`src/rtl/draw_pkg.sv`:
```
// Shared widths, FSM state type and engine indices for the draw-port arbiter.
package draw_pkg;

    localparam int unsigned X_W    = 8;
    localparam int unsigned Y_W    = 7;
    localparam int unsigned COL_W  = 9;
    localparam int unsigned ADDR_W = 15;

    typedef enum logic [1:0] {
        IDLE = 2'd0,
        OWN  = 2'd1,
        GAP  = 2'd2
    } arbState_t;

    localparam int unsigned SCREEN     = 0;
    localparam int unsigned CAR_ERASE  = 1;
    localparam int unsigned CAR_DRAW   = 2;
    localparam int unsigned COIN_ERASE = 3;
    localparam int unsigned COIN_DRAW  = 4;

endpackage

```
`src/rtl/draw_port_arbiter_if.sv`:
```
// Engine-side request/pixel lanes and the shared VGA/map-ROM port.
interface draw_port_arbiter_if
    import draw_pkg::*;
#(
    parameter int unsigned NUM_REQ = 5
) ();

    localparam int unsigned IDX_W = (NUM_REQ > 1) ? $clog2(NUM_REQ) : 1;

    logic [NUM_REQ-1:0]        req;
    logic [NUM_REQ-1:0]        done;
    logic [NUM_REQ-1:0]        plot_in;
    logic [NUM_REQ*X_W-1:0]    x_in;
    logic [NUM_REQ*Y_W-1:0]    y_in;
    logic [NUM_REQ*COL_W-1:0]  colour_in;
    logic [NUM_REQ*ADDR_W-1:0] addr_in;

    logic [NUM_REQ-1:0]        grant;
    logic [IDX_W-1:0]          grant_id;
    logic [X_W-1:0]            oX;
    logic [Y_W-1:0]            oY;
    logic [COL_W-1:0]          oColour;
    logic                      oPlot;
    logic [ADDR_W-1:0]         oAddress;
    logic                      busy;
    logic                      timeout_err;

    modport master (
        output req, done, plot_in, x_in, y_in, colour_in, addr_in,
        input  grant, grant_id, oX, oY, oColour, oPlot, oAddress, busy, timeout_err
    );

    modport slave (
        input  req, done, plot_in, x_in, y_in, colour_in, addr_in,
        output grant, grant_id, oX, oY, oColour, oPlot, oAddress, busy, timeout_err
    );

endinterface

```
`src/rtl/rr_picker.sv`:
```
// Round-robin winner search: first requester above rrPtr, wrapping modulo NUM_REQ.
module rr_picker #(
    parameter int unsigned NUM_REQ = 5,
    parameter int unsigned IDX_W   = 3
) (
    input  logic [NUM_REQ-1:0] req,
    input  logic [IDX_W-1:0]   rrPtr,
    output logic               found_c,
    output logic [IDX_W-1:0]   winner_c
);

    // Walk from the farthest candidate down so the nearest one overwrites last.
    always_comb begin
        logic [31:0] idx;
        found_c  = 1'b0;
        winner_c = '0;
        idx      = '0;
        for (int unsigned i = NUM_REQ; i >= 1; i--) begin
            idx = (32'(rrPtr) + i) % NUM_REQ;
            if (req[IDX_W'(idx)]) begin
                found_c  = 1'b1;
                winner_c = IDX_W'(idx);
            end
        end
    end

endmodule

```
`src/rtl/draw_port_arbiter.sv`:
```
// Grants the VGA pixel port and map-ROM address to one drawing engine per transaction,
// with a one-cycle bubble between owners and a watchdog against hung engines.
module draw_port_arbiter
    import draw_pkg::*;
#(
    parameter int unsigned NUM_REQ = 5,
    parameter int unsigned TIMEOUT = 20480
) (
    input  logic                clock,
    input  logic                reset,
    draw_port_arbiter_if.slave  bus
);

    localparam int unsigned IDX_W = (NUM_REQ > 1) ? $clog2(NUM_REQ) : 1;
    localparam int unsigned WD_W  = (TIMEOUT > 1) ? $clog2(TIMEOUT) : 1;
    localparam logic [WD_W-1:0] WD_LAST = WD_W'(TIMEOUT - 1);

    logic [X_W-1:0]    xLane    [NUM_REQ];
    logic [Y_W-1:0]    yLane    [NUM_REQ];
    logic [COL_W-1:0]  colLane  [NUM_REQ];
    logic [ADDR_W-1:0] addrLane [NUM_REQ];

    for (genvar i = 0; i < NUM_REQ; i++) begin : g_lane
        assign xLane[i]    = bus.x_in[i*X_W +: X_W];
        assign yLane[i]    = bus.y_in[i*Y_W +: Y_W];
        assign colLane[i]  = bus.colour_in[i*COL_W +: COL_W];
        assign addrLane[i] = bus.addr_in[i*ADDR_W +: ADDR_W];
    end

    arbState_t          state, stateNext;
    logic [NUM_REQ-1:0] grantReg, grantNext;
    logic [IDX_W-1:0]   grantIdReg, grantIdNext;
    logic [IDX_W-1:0]   rrPtr, rrPtrNext;
    logic [WD_W-1:0]    wdCnt, wdNext;
    logic [X_W-1:0]     xReg, xNext;
    logic [Y_W-1:0]     yReg, yNext;
    logic [COL_W-1:0]   colReg, colNext;
    logic               plotReg, plotNext;
    logic               busyReg, busyNext;
    logic               errReg, errNext;

    logic               found_c;
    logic [IDX_W-1:0]   winner_c;

    rr_picker #(
        .NUM_REQ (NUM_REQ),
        .IDX_W   (IDX_W)
    ) u_picker (
        .req      (bus.req),
        .rrPtr    (rrPtr),
        .found_c  (found_c),
        .winner_c (winner_c)
    );

    always_ff @(posedge clock) begin
        if (reset) begin
            state      <= IDLE;
            grantReg   <= '0;
            grantIdReg <= IDX_W'(SCREEN);
            rrPtr      <= IDX_W'(NUM_REQ - 1);
            wdCnt      <= '0;
            xReg       <= '0;
            yReg       <= '0;
            colReg     <= '0;
            plotReg    <= 1'b0;
            busyReg    <= 1'b0;
            errReg     <= 1'b0;
        end else begin
            state      <= stateNext;
            grantReg   <= grantNext;
            grantIdReg <= grantIdNext;
            rrPtr      <= rrPtrNext;
            wdCnt      <= wdNext;
            xReg       <= xNext;
            yReg       <= yNext;
            colReg     <= colNext;
            plotReg    <= plotNext;
            busyReg    <= busyNext;
            errReg     <= errNext;
        end
    end

    always_comb begin
        stateNext   = state;
        grantNext   = grantReg;
        grantIdNext = grantIdReg;
        rrPtrNext   = rrPtr;
        wdNext      = wdCnt;
        xNext       = xReg;
        yNext       = yReg;
        colNext     = colReg;
        plotNext    = 1'b0;
        errNext     = errReg;

        unique case (state)
            IDLE: begin
                if (found_c) begin
                    grantIdNext           = winner_c;
                    grantNext             = '0;
                    grantNext[winner_c]   = 1'b1;
                    wdNext                = '0;
                    rrPtrNext             = winner_c;
                    stateNext             = OWN;
                end
            end
            OWN: begin
                plotNext = bus.plot_in[grantIdReg];
                xNext    = xLane[grantIdReg];
                yNext    = yLane[grantIdReg];
                colNext  = colLane[grantIdReg];
                // done and abort take priority, so a coinciding timeout is not flagged
                if (bus.done[grantIdReg] || !bus.req[grantIdReg]) begin
                    grantNext = '0;
                    stateNext = GAP;
                end else if (wdCnt == WD_LAST) begin
                    grantNext = '0;
                    errNext   = 1'b1;
                    stateNext = GAP;
                end else begin
                    wdNext = wdCnt + WD_W'(1);
                end
            end
            GAP: begin
                grantNext = '0;
                stateNext = IDLE;
            end
            default: begin
                grantNext = '0;
                stateNext = IDLE;
            end
        endcase

        busyNext = (stateNext != IDLE);
    end

    assign bus.grant       = grantReg;
    assign bus.grant_id    = grantIdReg;
    assign bus.oX          = xReg;
    assign bus.oY          = yReg;
    assign bus.oColour     = colReg;
    assign bus.oPlot       = plotReg;
    assign bus.busy        = busyReg;
    assign bus.timeout_err = errReg;
    // Address follows grant_id at once so the new owner's first ROM read is prefetched.
    assign bus.oAddress    = addrLane[grantIdReg];

endmodule

```
`src/flat_wrapper.sv`:
```
// flat-port wrapper written by rule: the top's interface ports become plain ports
module draw_port_arbiter_flat import draw_pkg::*;
#(
    parameter int unsigned NUM_REQ = 5,
    parameter int unsigned TIMEOUT = 20480
)
  (clock, reset, bus_req, bus_done, bus_plot_in, bus_x_in, bus_y_in, bus_colour_in, bus_addr_in, bus_grant, bus_grant_id, bus_oX, bus_oY, bus_oColour, bus_oPlot, bus_oAddress, bus_busy, bus_timeout_err);
  draw_port_arbiter_if #(.NUM_REQ(NUM_REQ)) bus_i ();
  input  logic clock;
  input  logic reset;
  input wire logic [$bits(bus_i.req)-1:0] bus_req;
  input wire logic [$bits(bus_i.done)-1:0] bus_done;
  input wire logic [$bits(bus_i.plot_in)-1:0] bus_plot_in;
  input wire logic [$bits(bus_i.x_in)-1:0] bus_x_in;
  input wire logic [$bits(bus_i.y_in)-1:0] bus_y_in;
  input wire logic [$bits(bus_i.colour_in)-1:0] bus_colour_in;
  input wire logic [$bits(bus_i.addr_in)-1:0] bus_addr_in;
  output wire logic [$bits(bus_i.grant)-1:0] bus_grant;
  output wire logic [$bits(bus_i.grant_id)-1:0] bus_grant_id;
  output wire logic [$bits(bus_i.oX)-1:0] bus_oX;
  output wire logic [$bits(bus_i.oY)-1:0] bus_oY;
  output wire logic [$bits(bus_i.oColour)-1:0] bus_oColour;
  output wire logic [$bits(bus_i.oPlot)-1:0] bus_oPlot;
  output wire logic [$bits(bus_i.oAddress)-1:0] bus_oAddress;
  output wire logic [$bits(bus_i.busy)-1:0] bus_busy;
  output wire logic [$bits(bus_i.timeout_err)-1:0] bus_timeout_err;
  assign bus_i.req = bus_req;
  assign bus_i.done = bus_done;
  assign bus_i.plot_in = bus_plot_in;
  assign bus_i.x_in = bus_x_in;
  assign bus_i.y_in = bus_y_in;
  assign bus_i.colour_in = bus_colour_in;
  assign bus_i.addr_in = bus_addr_in;
  assign bus_grant = bus_i.grant;
  assign bus_grant_id = bus_i.grant_id;
  assign bus_oX = bus_i.oX;
  assign bus_oY = bus_i.oY;
  assign bus_oColour = bus_i.oColour;
  assign bus_oPlot = bus_i.oPlot;
  assign bus_oAddress = bus_i.oAddress;
  assign bus_busy = bus_i.busy;
  assign bus_timeout_err = bus_i.timeout_err;
  draw_port_arbiter #(.NUM_REQ(NUM_REQ), .TIMEOUT(TIMEOUT)) u_core (.clock(clock), .reset(reset), .bus(bus_i));
endmodule
```
`config.mk`:
```
export PLATFORM = sky130hd
export DESIGN_NAME = draw_port_arbiter_flat
export DESIGN_NICKNAME = d
export VERILOG_FILES = /design/src/rtl/draw_pkg.sv /design/src/rtl/draw_port_arbiter_if.sv /design/src/rtl/rr_picker.sv /design/src/rtl/draw_port_arbiter.sv /design/src/flat_wrapper.sv
export SDC_FILE = /design/constraint.sdc
export NUM_CORES = 1
export LEC_CHECK = 0
export BUFFER_PORTS_ARGS = -buffer_cell sky130_fd_sc_hd__buf_2
export CAP_MARGIN = 10
export CORE_UTILIZATION = 53
export CTS_BUF_LIST = sky130_fd_sc_hd__clkbuf_2 sky130_fd_sc_hd__clkbuf_4 sky130_fd_sc_hd__clkbuf_8
export DETAILED_ROUTE_END_ITERATION = 12
export GPL_ROUTABILITY_DRIVEN = 0
export PLACE_DENSITY = 0.95
export SLEW_MARGIN = 15
export SYNTH_ARGS = -nofsm -noshare
export SYNTH_HDL_FRONTEND = slang
export SYNTH_SLANG_ARGS = --single-unit
```
`constraint.sdc`:
```
create_clock -name clock -period 10.3 [get_ports clock]
set_input_delay 1.03 -clock clock [delete_from_list [all_inputs] [get_ports clock]]
set_output_delay 1.03 -clock clock [all_outputs]
set_load 0.005 [all_outputs]
```
======== After elaboration in Yosys (flattened, before gate mapping) ========
Index checks and enable logic that the tools add are counted.
word-level totals
  output and inout port bits .............. 50
  logic and storage cells ................. 103
  bits of input ports ..................... 212
  register bits ........................... 55
cells by class
  bitwise gates (word level) .............. 3
  $add $sub $neg .......................... 6
  multiplexer cells ....................... 52
  div/mod/pow operators ................... 5
  reductions and logical operators ........ 11
  $lt $le $gt $ge ......................... 9
  equality and inequality tests ........... 6
operator list
  cell                     count
  $mod A32 B3 Y32 const B  5
  $mux W15                 5
  $bmux W15 S3             1
  $pmux W15 S2             1
  $lt A3 B4 Y1 const B     7
  $bmux W9 S3              1
  $bmux W1 S3              8
  $bmux W8 S3              1
  $bmux W7 S3              1
  $mux W9                  2
  $mux W8                  2
  $add A15 B1 Y15 const B  1
  $eq A15 B15 Y1 const B   1
  $mux W3                  5
  $mux W5                  3
  $mux W1                  14
  $mux W7                  2
  $pmux W5 S2              1
  $add A3 B2 Y4 const B    2
  $add A3 B3 Y4 const B    2
  $mux W2                  3
  $add A3 B1 Y4 const B    1
  $ge A4 B4 Y1 const B     1
  $ne A2 B2 Y1 const B     2
  17 further kinds         20

======== Longest topological paths before layout ========
Gate-level depths: netlist of run 1.
  word-level depth ........................ 15
  depth in mapped cells ................... 20
  depth with buffers taken out ............ 17

======== Hierarchy ========
From an unflattened synthesis of run 1, not the netlist that was laid out.
second synthesis, totals
  cell total of the unflattened synthesis .. 642
  area total of the unflattened synthesis .. 5390.2 um^2
modules (own cells, without submodules)
  module             area each (um^2)  instances  sequential area each (um^2)  cells an instance
  draw_port_arbiter  3661.0            1          1061.0                       399
  rr_picker          1729.2            1          0.0                          243

======== Worst setup path before layout of run 1 ========
No wires, ideal clock.
  path kind ............................... register -> register
  from .................................... register u_core.rrPtr[0]
  to ...................................... register u_core.grantReg[2], in the netlist u_core.bus.grant[2]
  data arrival time ....................... 4901 ps
  stages on the path, launching flop included .. 20
  required time ........................... 10183 ps
  clock period less this slack ............ 5019 ps
  path buffers ............................ 3
  path slack .............................. 5281 ps
  cells stage by stage .................... dfxtp_1 > buf_2 > inv_1 > clkbuf_1 > ha_1 > ha_1 > or4b_1 > a31oi_4 > nor2_1 > ha_1 > nand2b_1 > nor3b_1 > a311o_1 > nor4b_2 > o22ai_1 > or2_4 > o31ai_4 > buf_4 > nor2_1 > a32o_2
on the way
  longest elaborated chain between the ends .. 15
RTL lines
  element                                                             line                      RTL
  from (decl)                                                         draw_port_arbiter.sv:33   logic [IDX_W-1:0] rrPtr, rrPtrNext;
  from (signal assigned)                                              draw_port_arbiter.sv:60   rrPtr <= IDX_W'(NUM_REQ - 1);
  from (signal assigned)                                              draw_port_arbiter.sv:72   rrPtr <= rrPtrNext;
  $add A3 B3 Y4                                                       rr_picker.sv:19           idx = (32'(rrPtr) + i) % NUM_REQ;
  $mod A32 B3 Y32                                                     rr_picker.sv:19
  $bmux W1 S3                                                         rr_picker.sv:20           if (req[IDX_W'(idx)]) begin
  $mux W1 (not written as such)                                       rr_picker.sv:20
  $mux W3 (5 in a row)                                                rr_picker.sv:20
  $lt A3 B4 Y1 (not written as such) or $ge A3 B1 Y1 (tied branches)  draw_port_arbiter.sv:100  grantNext[winner_c] = 1'b1;
  $logic_and A1 B1 Y1 (not written as such)                           draw_port_arbiter.sv:100
  $mux W1 (not written as such)                                       draw_port_arbiter.sv:100
  $demux W1 S3                                                        -
  $mux W5                                                             draw_port_arbiter.sv:97   if (found_c) begin
  $pmux W5 S2                                                         draw_port_arbiter.sv:95   unique case (state)
  to (signal assigned)                                                draw_port_arbiter.sv:70   grantReg <= grantNext;
  to (decl)                                                           draw_port_arbiter.sv:31   logic [NUM_REQ-1:0] grantReg, grantNext;
Parallel ways exist; a longest one is shown, timed or not. The select of a mux whose other input is x is not followed.
A chain may end at the register's enable or synchronous reset.

======== Final worst setup path of run 1 ========
  from .................................... register u_core.rrPtr[1]
  to ...................................... register u_core.grantReg[0], in the netlist u_core.bus.grant[0]
Same word-level chain as after synthesis.

==> results of run 1 <==
Yosys cell counts, drive strengths merged, types with 7 or more instances:
cell / count / area (um2)
a21oi: 48 / 255
a221oi: 27 / 236
buf: 17 / 101
clkbuf: 36 / 136
dfxtp: 53 / 1060
ha: 24 / 300
inv: 23 / 86.3
mux2i: 51 / 510
mux4: 27 / 608
nand2: 34 / 128
nand2b: 15 / 93.8
nand3: 25 / 125
nand3b: 12 / 90.1
nor2: 61 / 229
nor2b: 8 / 50.1
nor3: 33 / 170
o21ai: 13 / 65.1
o22ai: 20 / 125
or2: 8 / 52.6
xnor2: 7 / 87.6
sequential cells by signal, indices dropped and copies added, names as in the netlist:
name	flops
u_core.state	2
u_core.bus.oColour	9
u_core.bus.oX	8
u_core.bus.busy	1
u_core.bus.grant	5
u_core.bus.grant_id	1
u_core.wdCnt	15
u_core.rrPtr	3
u_core.bus.timeout_err	1
u_core.bus.oPlot	1
u_core.bus.oY	7
routing by layer:
metal	GRT usage [%]	up-vias
met5	0	-
met4	20.9	0
met3	6.83	88
met2	60.1	400
met1	44.3	3032
li1	-	2962
final cells by class:
| type | instances | area [um2] | share of cell area, % |
|---|---|---|---|
| diodes | 5 | 12.5 | 0.180 |
| clock buffers | 7 | 83.8 | 1.21 |
| clock inverters | 1 | 7.51 | 0.108 |
| inverters | 24 | 90.1 | 1.30 |
| multi-input cells | 525 | 4160 | 60.0 |
| flip-flops and latches | 53 | 1070 | 15.4 |
| well taps | 133 | 166 | 2.40 |
| repair buffers | 267 | 1350 | 19.5 |
metrics by stage:
step | total power, W | utilization (%) | worst slack (ns) | area, um2
4_1_cts | 0.00207 | 69.6 | 3.96 | 6930
2_1_floorplan | 0.00157 | - | 5.28 | 5540
5_1_grt | 0.00228 | 69.7 | 3.50 | 6940
3_5_place_dp | 0.00195 | 68.7 | 3.99 | 6840
3_3_place_gp | 0.00190 | 68.7 | 4.28 | 6840
6_report | 0.00212 | 69.7 | 3.86 | 6940
cells by family after synthesis:
group | count (synthesis) | share of synthesized area, %
AOI/OAI and AO/OA | 172 | 23.0
xor gates and xnor gates | 7 | 1.58
adders and majority gates | 24 | 5.42
buffers and inverters | 77 | 5.91
DFF | 53 | 19.1
muxes | 84 | 21.4
and+or+nand+nor | 238 | 23.5
report_power, final:
group	switching (W)	internal, W
sequential	0.0000581	0.000260
clock	0.0000675	0.0000536
combinational	0.000986	0.000695
critical path, delay by kind of cell (launching register included):
family,cells,cell delay (ns)
AO/OA/AOI/OAI,4,1.18
adder cells (fa/ha/maj),3,1.54
buffers and inverters,3,1.32
flip-flops,1,0.35
AND/OR/NAND/NOR,8,1.93
how the worst min path moves through the flow:
stage | depth (start not counted) | slack, ns | end
6_report | 1 | 0.49 | u_core.bus.timeout_err$_SDFFE_PP0P_
2_1_floorplan | 2 | 0.45 | u_core.wdCnt[4]$_SDFFE_PP0P_
3_5_place_dp | 1 | 0.46 | u_core.bus.timeout_err$_SDFFE_PP0P_
5_1_grt | 2 | 0.52 | u_core.wdCnt[9]$_SDFFE_PP0P_
3_3_place_gp | 1 | 0.45 | u_core.bus.timeout_err$_SDFFE_PP0P_
4_1_cts | 2 | 0.49 | u_core.wdCnt[9]$_SDFFE_PP0P_
==> results.toml, run 1 <==
[worst_setup_path]
reg2reg_from = "u_core.rrPtr[1]$_SDFFE_PP0P_"
cp-startpoint = "u_core.rrPtr[1]$_SDFFE_PP0P_"
worstPathRequired_ns = 10.50
crit_slowest_cell = "ha_1"
cp_data_arrival_time_ns = 6.64
reg2reg_depth = 18
cp_cell_sequence = "buf_4 > inv_1 > ha_1 > ha_1 > nor4b_4 > nor4_1 > nor2_1 > ha_1 > nand2b_1 > nor3b_1 > a311o_1 > nor4b_2 > o22ai_1 > or2_4 > o31ai_4 > buf_4 > nor3_1 > a32o_2"
critPathCapture = "u_core.bus.grant[0]$_SDFFE_PP0P_"
end_kind = "flip-flop"
cp_common_cell = "ha_1"
critPathKind = "reg2reg"
slowest_delay_ns = 0.80
worstSetupStartpointType = "flip-flop"
rr_endpoint = "u_core.bus.grant[0]$_SDFFE_PP0P_"
cp_max_fo = 54
r2r_slack_ns = 3.86

[sta]
hold_slack_ns = 0.487
setup_viol = 0
hold_viol = 0
worstMarginPinSlew_ns = 1.11
fin_crit_sh_pct = 62.5
maxSlewViolCount = 0
fmax_mhz = 155
finalSetupTns_ns = 0
fin_skew_ns = 0.0170
maxSlewHeadroom_pct = 26.3
rsz0062_at_grt = "no"
period_needed_ns = 6.44

[clocking]
holdBufCountCts = 0
post-cts-setup-buffer-count = 0
cts-root-buf = "clkbuf_8"
cts_tree = "yes"
cts_resized = 0
cts.path.max_buffers = 2
clkSinkCount = 53
cts_made_buffers = 5
path_clk_slew_ns = 0.10
clk_latency_ns = 0.30
htree_levels = 2

[synth]
syn_area_um2 = 5540
synth_edf_count = 0
ys_seq_area_share_pct = 19.1
synthArstFlopShare_pct = 0
synth_fp_nets = 891
synth_warnings = 0
ys_ff_latch = 53
syn-instance-count = 655
syn_area_per_cell_um2 = 8.46
synth.distinct_cells = 84
yosys_most_used_dff = "dfxtp_1"

[cells_and_area]
finalNetCount = 1112
syn2layout_area_growth_pct = 25.2
final_cell_mix = "buf_2, nor2_1, mux2i_1, dfxtp_1, a21oi_1"
fillers = 780
layout_commonest_cell = "buf_2"
layout.cells.non_filler = 1015
drive_gt1_share_pct = 39.0

[global_route]
grt_remaining_overflow = 0
grt_pass1_wl_um = 31200
grt_pass1_vias = 6016
grtUsageTotal_pct = 36.4
grt_max_degree = 58
antenna_found_initial = 5

[worst_hold_path]
holdCritPathClass = "reg2reg"
min-delay-start = "u_core.bus.timeout_err$_SDFFE_PP0P_"

[power_and_ir_drop]
p_leak_nw = 2.97
vdd_drop_max_uv = 209
p_per_area_nw_per_um2 = 306

[placement]
dp.cells = 1002
dpl.hpwl_um = 16000
port_buffers = 261

[floorplanning]
dieArea_um2 = 10900
dieWidth_um = 104
row_count = 36
core_area_um2 = 9950
die_h_um = 104
ios = 262
start_util_pct = 55.7

[drt]
wl_um = 20600
vias = 6482
met2WireLength_um = 9930
avgRoutedWirePerCell_um = 20.3
wl_met3_um = 1800
drt_first_pass_iters = 7
highest_layer = "met4"
viasPerCell = 6.39
dr.first_iter.drc_count = 772
antenna_left = 0
drt-met1-wl_um = 7700
drc = 0

[job]
cap_violations = 0

[status]
status = "complete, no violations"
Power figures use the tool's default switching activity.
==> run 2: changes to the inputs <==
Settings changed: CORE_UTILIZATION 53 to 49, PLACE_DENSITY 0.95 to 0.92.
Clock period 10.3 ns to 6.2 ns, I/O delays scaled along.
==> results.toml, run 2 (synthesis results as in run 1) <==
[status]
status = "complete, no violations"

[floorplanning]
dieArea_um2 = 11700
row_count = 38
dieWidth_um = 108
core_area_um2 = 10900
ios = 262
die_h_um = 108
start_util_pct = 50.7

[cells_and_area]
layout.cells.non_filler = 1022
syn2layout_area_growth_pct = 25.8
drive_gt1_share_pct = 39.3
final_core_util_pct = 63.8
largest-register = "u_core.wdCnt"
largest_reg_flops = 15
final_cell_mix = "buf_2, nor2_1, mux2i_1, dfxtp_1, a21oi_1"
layout_commonest_cell = "buf_2"
finalNetCount = 1116

[global_route]
grt_pass1_vias = 5752
grtUsageTotal_pct = 32.5
grt_max_degree = 61
grt_remaining_overflow = 0
antenna_found_initial = 0
grt_pass1_wl_um = 29600

[clocking]
clkSinkCount = 53
clk_latency_ns = 0.30
cts_made_buffers = 5
post-cts-setup-buffer-count = 0
path_clk_slew_ns = 0.09
cts.path.max_buffers = 2
holdBufCountCts = 0
cts_resized = 0
htree_levels = 2
cts-root-buf = "clkbuf_8"
cts_tree = "yes"

[placement]
pre_cts_ws_ns = 0.708
dpl.hpwl_um = 15000
dp.cells = 1013
port_buffers = 261

[sta]
hold_viol = 0
finalSetupTns_ns = 0
fin_skew_ns = 0.00845
maxSlewHeadroom_pct = 24.1
fin_crit_sh_pct = 89.8
maxSlewViolCount = 0
fmax_mhz = 180
fin_ws_ns = 0.632
period_needed_ns = 5.57
setup_viol = 0
rsz0062_at_grt = "no"
worstMarginPinSlew_ns = 1.14

[drt]
vias = 6392
drc = 0
dr.first_iter.drc_count = 653
wl_um = 19400
viasPerCell = 6.25
drt_first_pass_iters = 8
avgRoutedWirePerCell_um = 19.0
antenna_left = 0

[worst_setup_path]
cp_max_fo = 45
worstSetupStartpointType = "flip-flop"
cp_data_arrival_time_ns = 5.77
critPathKind = "reg2reg"
cp_cell_sequence = "buf_4 > inv_1 > buf_4 > ha_1 > ha_1 > or4b_1 > a31oi_4 > nor2_1 > ha_1 > nand2b_1 > nor3b_1 > a311o_1 > nor4b_2 > o22ai_1 > or2_4 > o31ai_4 > buf_12 > a21oi_1 > mux2i_1"
crit_slowest_cell = "or4b_1"
end_kind = "flip-flop"
cp_common_cell = "ha_1"
slowest_delay_ns = 0.59
worstPathRequired_ns = 6.40

[power_and_ir_drop]
p_per_area_nw_per_um2 = 510
p_leak_nw = 3.00
vdd_drop_max_uv = 270

[worst_hold_path]
holdCritPathClass = "reg2reg"

[job]
cap_violations = 0
run 2: cell type report:
cell class                      count  area, um2
Fill cell                         933       3960
Clock inverter                      3       16.3
Multi-Input combinational cell    525       4160
Inverter                           24       90.1
Tap cell                          140        175
Sequential cell                    53       1070
Timing Repair Buffer              271       1390
Antenna cell                        1       2.50
Clock buffer                        5       68.8
run 2: final timing paths:
path                                       start  slack [ns]                                   to  cells after the start
min reg2reg  u_core.bus.timeout_err$_SDFFE_PP0P_        0.48  u_core.bus.timeout_err$_SDFFE_PP0P_                      1
min          u_core.bus.timeout_err$_SDFFE_PP0P_        0.48  u_core.bus.timeout_err$_SDFFE_PP0P_                      1
max reg2reg         u_core.rrPtr[0]$_SDFFE_PP0P_        0.63         u_core.wdCnt[5]$_SDFFE_PP0P_                     19
max                 u_core.rrPtr[0]$_SDFFE_PP0P_        0.63         u_core.wdCnt[5]$_SDFFE_PP0P_                     19
run 2: critical path: cells and delay by family (launching register included):
family | cells | cell delay [ns]
mux | 1 | 0.28
compound gates | 5 | 1.33
fa+ha+maj | 3 | 0.88
buf+inv | 4 | 0.98
flops | 1 | 0.35
simple gates | 6 | 1.63
run 2: power breakdown:
group / leakage [nW] / switching [W] / internal, W / total, W
registers: 0.435 / 0.0000608 / 0.000432 / 0.000493
logic: 2.52 / 0.00169 / 0.00119 / 0.00287
clock network: 0.0482 / 0.000112 / 0.0000786 / 0.000190
run 2: layer usage:
| layer | up-vias | share of wire, % | global-route usage, % |
|---|---|---|---|
| met3 | 62 | 9.1 | 6.15 |
| met5 | - | 0 | 0 |
| met2 | 388 | 51 | 57.3 |
| li1 | 2961 | - | - |
| met4 | 0 | 3.1 | 10.4 |
| met1 | 2981 | 37 | 39.8 |
run 2: metrics by stage:
stage                     hold WS, ns  total power [W]  cell area (um2)
after global routing            0.497          0.00382             6970
after CTS                       0.480          0.00349             6970
after global placement          0.449          0.00322             6890
final                           0.484          0.00356             6970
after detailed placement        0.459          0.00330             6890
after floorplan                 0.450          0.00261             5540
==> run 3: changes to the inputs <==
Settings changed: CORE_MARGIN set to 10, REMOVE_ABC_BUFFERS set to 1.
==> results.toml, run 3 (synthesis results as in run 1) <==
[status]
status = "complete, no violations"

[clocking]
clkSinkCount = 53
cts_tree = "yes"
clk_latency_ns = 0.30
holdBufCountCts = 0
path_clk_slew_ns = 0.10
cts-root-buf = "clkbuf_8"
cts_resized = 0
htree_levels = 2
cts_made_buffers = 5
cts.path.max_buffers = 2
post-cts-setup-buffer-count = 0

[power_and_ir_drop]
vdd_drop_max_uv = 312
p_leak_nw = 3.00
finalPower_w = 0.00348
p_per_area_nw_per_um2 = 499

[sta]
worstMarginPinSlew_ns = 1.09
maxSlewViolCount = 0
rsz0062_at_grt = "no"
maxSlewHeadroom_pct = 27.2
setup_viol = 0
fmax_mhz = 183
fin_skew_ns = 0.00860
hold_viol = 0
finalSetupTns_ns = 0
fin_crit_sh_pct = 88.2
period_needed_ns = 5.47

[cells_and_area]
layout_commonest_cell = "buf_2"
largest_reg_flops = 15
largest-register = "u_core.wdCnt"
drive_gt1_share_pct = 39.5
fillers = 950
syn2layout_area_growth_pct = 25.8
finalNetCount = 1117
antennaDiodeCount = 0
final_cell_mix = "buf_2, nor2_1, mux2i_1, dfxtp_1, a21oi_1"

[floorplanning]
core_area_um2 = 10900
ios = 262
start_util_pct = 50.7
dieArea_um2 = 16000
die_h_um = 126
row_count = 38
dieWidth_um = 126

[global_route]
grt_pass1_vias = 6423
grt_remaining_overflow = 0
grt_max_degree = 66
antenna_found_initial = 1
grtUsageTotal_pct = 23.8
grt_pass1_wl_um = 32500

[drt]
avgRoutedWirePerCell_um = 20.0
antenna_left = 0
drc = 0
drt_first_pass_iters = 7
wl_um = 20500
viasPerCell = 6.18
dr.first_iter.drc_count = 618
vias = 6316

[worst_setup_path]
worstSetupStartpointType = "flip-flop"
cp_data_arrival_time_ns = 5.66
worstPathRequired_ns = 6.39
cp_max_fo = 44
end_kind = "flip-flop"
critPathKind = "reg2reg"

[placement]
port_buffers = 261
dpl.hpwl_um = 16300

[worst_hold_path]
holdCritPathClass = "reg2reg"

[job]
cap_violations = 0
run 3: changes by cell type in the layout (fill, tap and decap cells not counted), sizes merged:
cell      change
clkinv        -2
buf           +1
clkbuf        +1
clkinvlp      +1
diode         -1
run 3: critical path: stages (launching register included):
cell,delay [ns]
dfxtp_2,0.65
ha_1,0.32
xnor2_2,0.20
inv_2,0.12
ha_1,0.34
or4b_1,0.60
a31oi_4,0.24
nor2_1,0.12
ha_1,0.24
nand2b_1,0.17
nor3b_1,0.16
a311o_1,0.38
nor4b_2,0.33
o22ai_1,0.13
or2_4,0.26
o31ai_4,0.34
buf_4,0.44
a21oi_1,0.16
mux2i_1,0.15
run 3: layout make-up:
class | count | area, um2 | share of cell area (%)
repair buffers | 272 | 1390 | 19.9
clock inverters | 2 | 13.8 | 0.197
multi-input cells | 525 | 4160 | 59.7
flip-flops and latches | 53 | 1070 | 15.3
inverters | 24 | 90.1 | 1.29
clock buffers | 6 | 76.3 | 1.09
well taps | 140 | 175 | 2.51
run 3: stage by stage:
stage	setup WS (ns)	hold WS [ns]	instances	area (um2)	util (%)
3_5_place_dp	0.768	0.453	1014	6880	62.9
6_report	0.730	0.472	1022	6970	63.8
4_1_cts	0.757	0.478	1022	6970	63.8
5_1_grt	0.337	0.499	1022	6970	63.8
3_3_place_gp	0.952	0.446	1014	6880	62.9
2_1_floorplan	-2.39	0.450	602	5310	-
run 3: path summary, 6_finish.rpt:
path / end / startpoint / cells past startpoint / slack, ns
setup / recovery: u_core.wdCnt[10]$_SDFFE_PP0P_ / u_core.rrPtr[1]$_SDFFE_PP0P_ / 18 / 0.73
hold / removal: u_core.bus.timeout_err$_SDFFE_PP0P_ / u_core.bus.timeout_err$_SDFFE_PP0P_ / 1 / 0.47
setup reg to reg: u_core.wdCnt[10]$_SDFFE_PP0P_ / u_core.rrPtr[1]$_SDFFE_PP0P_ / 18 / 0.73
hold reg to reg: u_core.bus.timeout_err$_SDFFE_PP0P_ / u_core.bus.timeout_err$_SDFFE_PP0P_ / 1 / 0.47
run 3: where the power goes:
group	total (W)	leakage, nW	internal [W]	switching, W
sequential	0.000518	0.435	0.000432	0.0000856
combinational	0.00276	2.52	0.00117	0.00160
clock	0.000200	0.0452	0.0000846	0.000115
run 3: layer usage:
layer | up-vias | GRT usage, % | share of wire (%)
li1 | 2967 | - | -
met1 | 2901 | 26.7 | 37
met2 | 410 | 42.6 | 49
met3 | 36 | 8.00 | 12
met4 | 2 | 5.29 | 1.8
met5 | - | 0 | 0.049
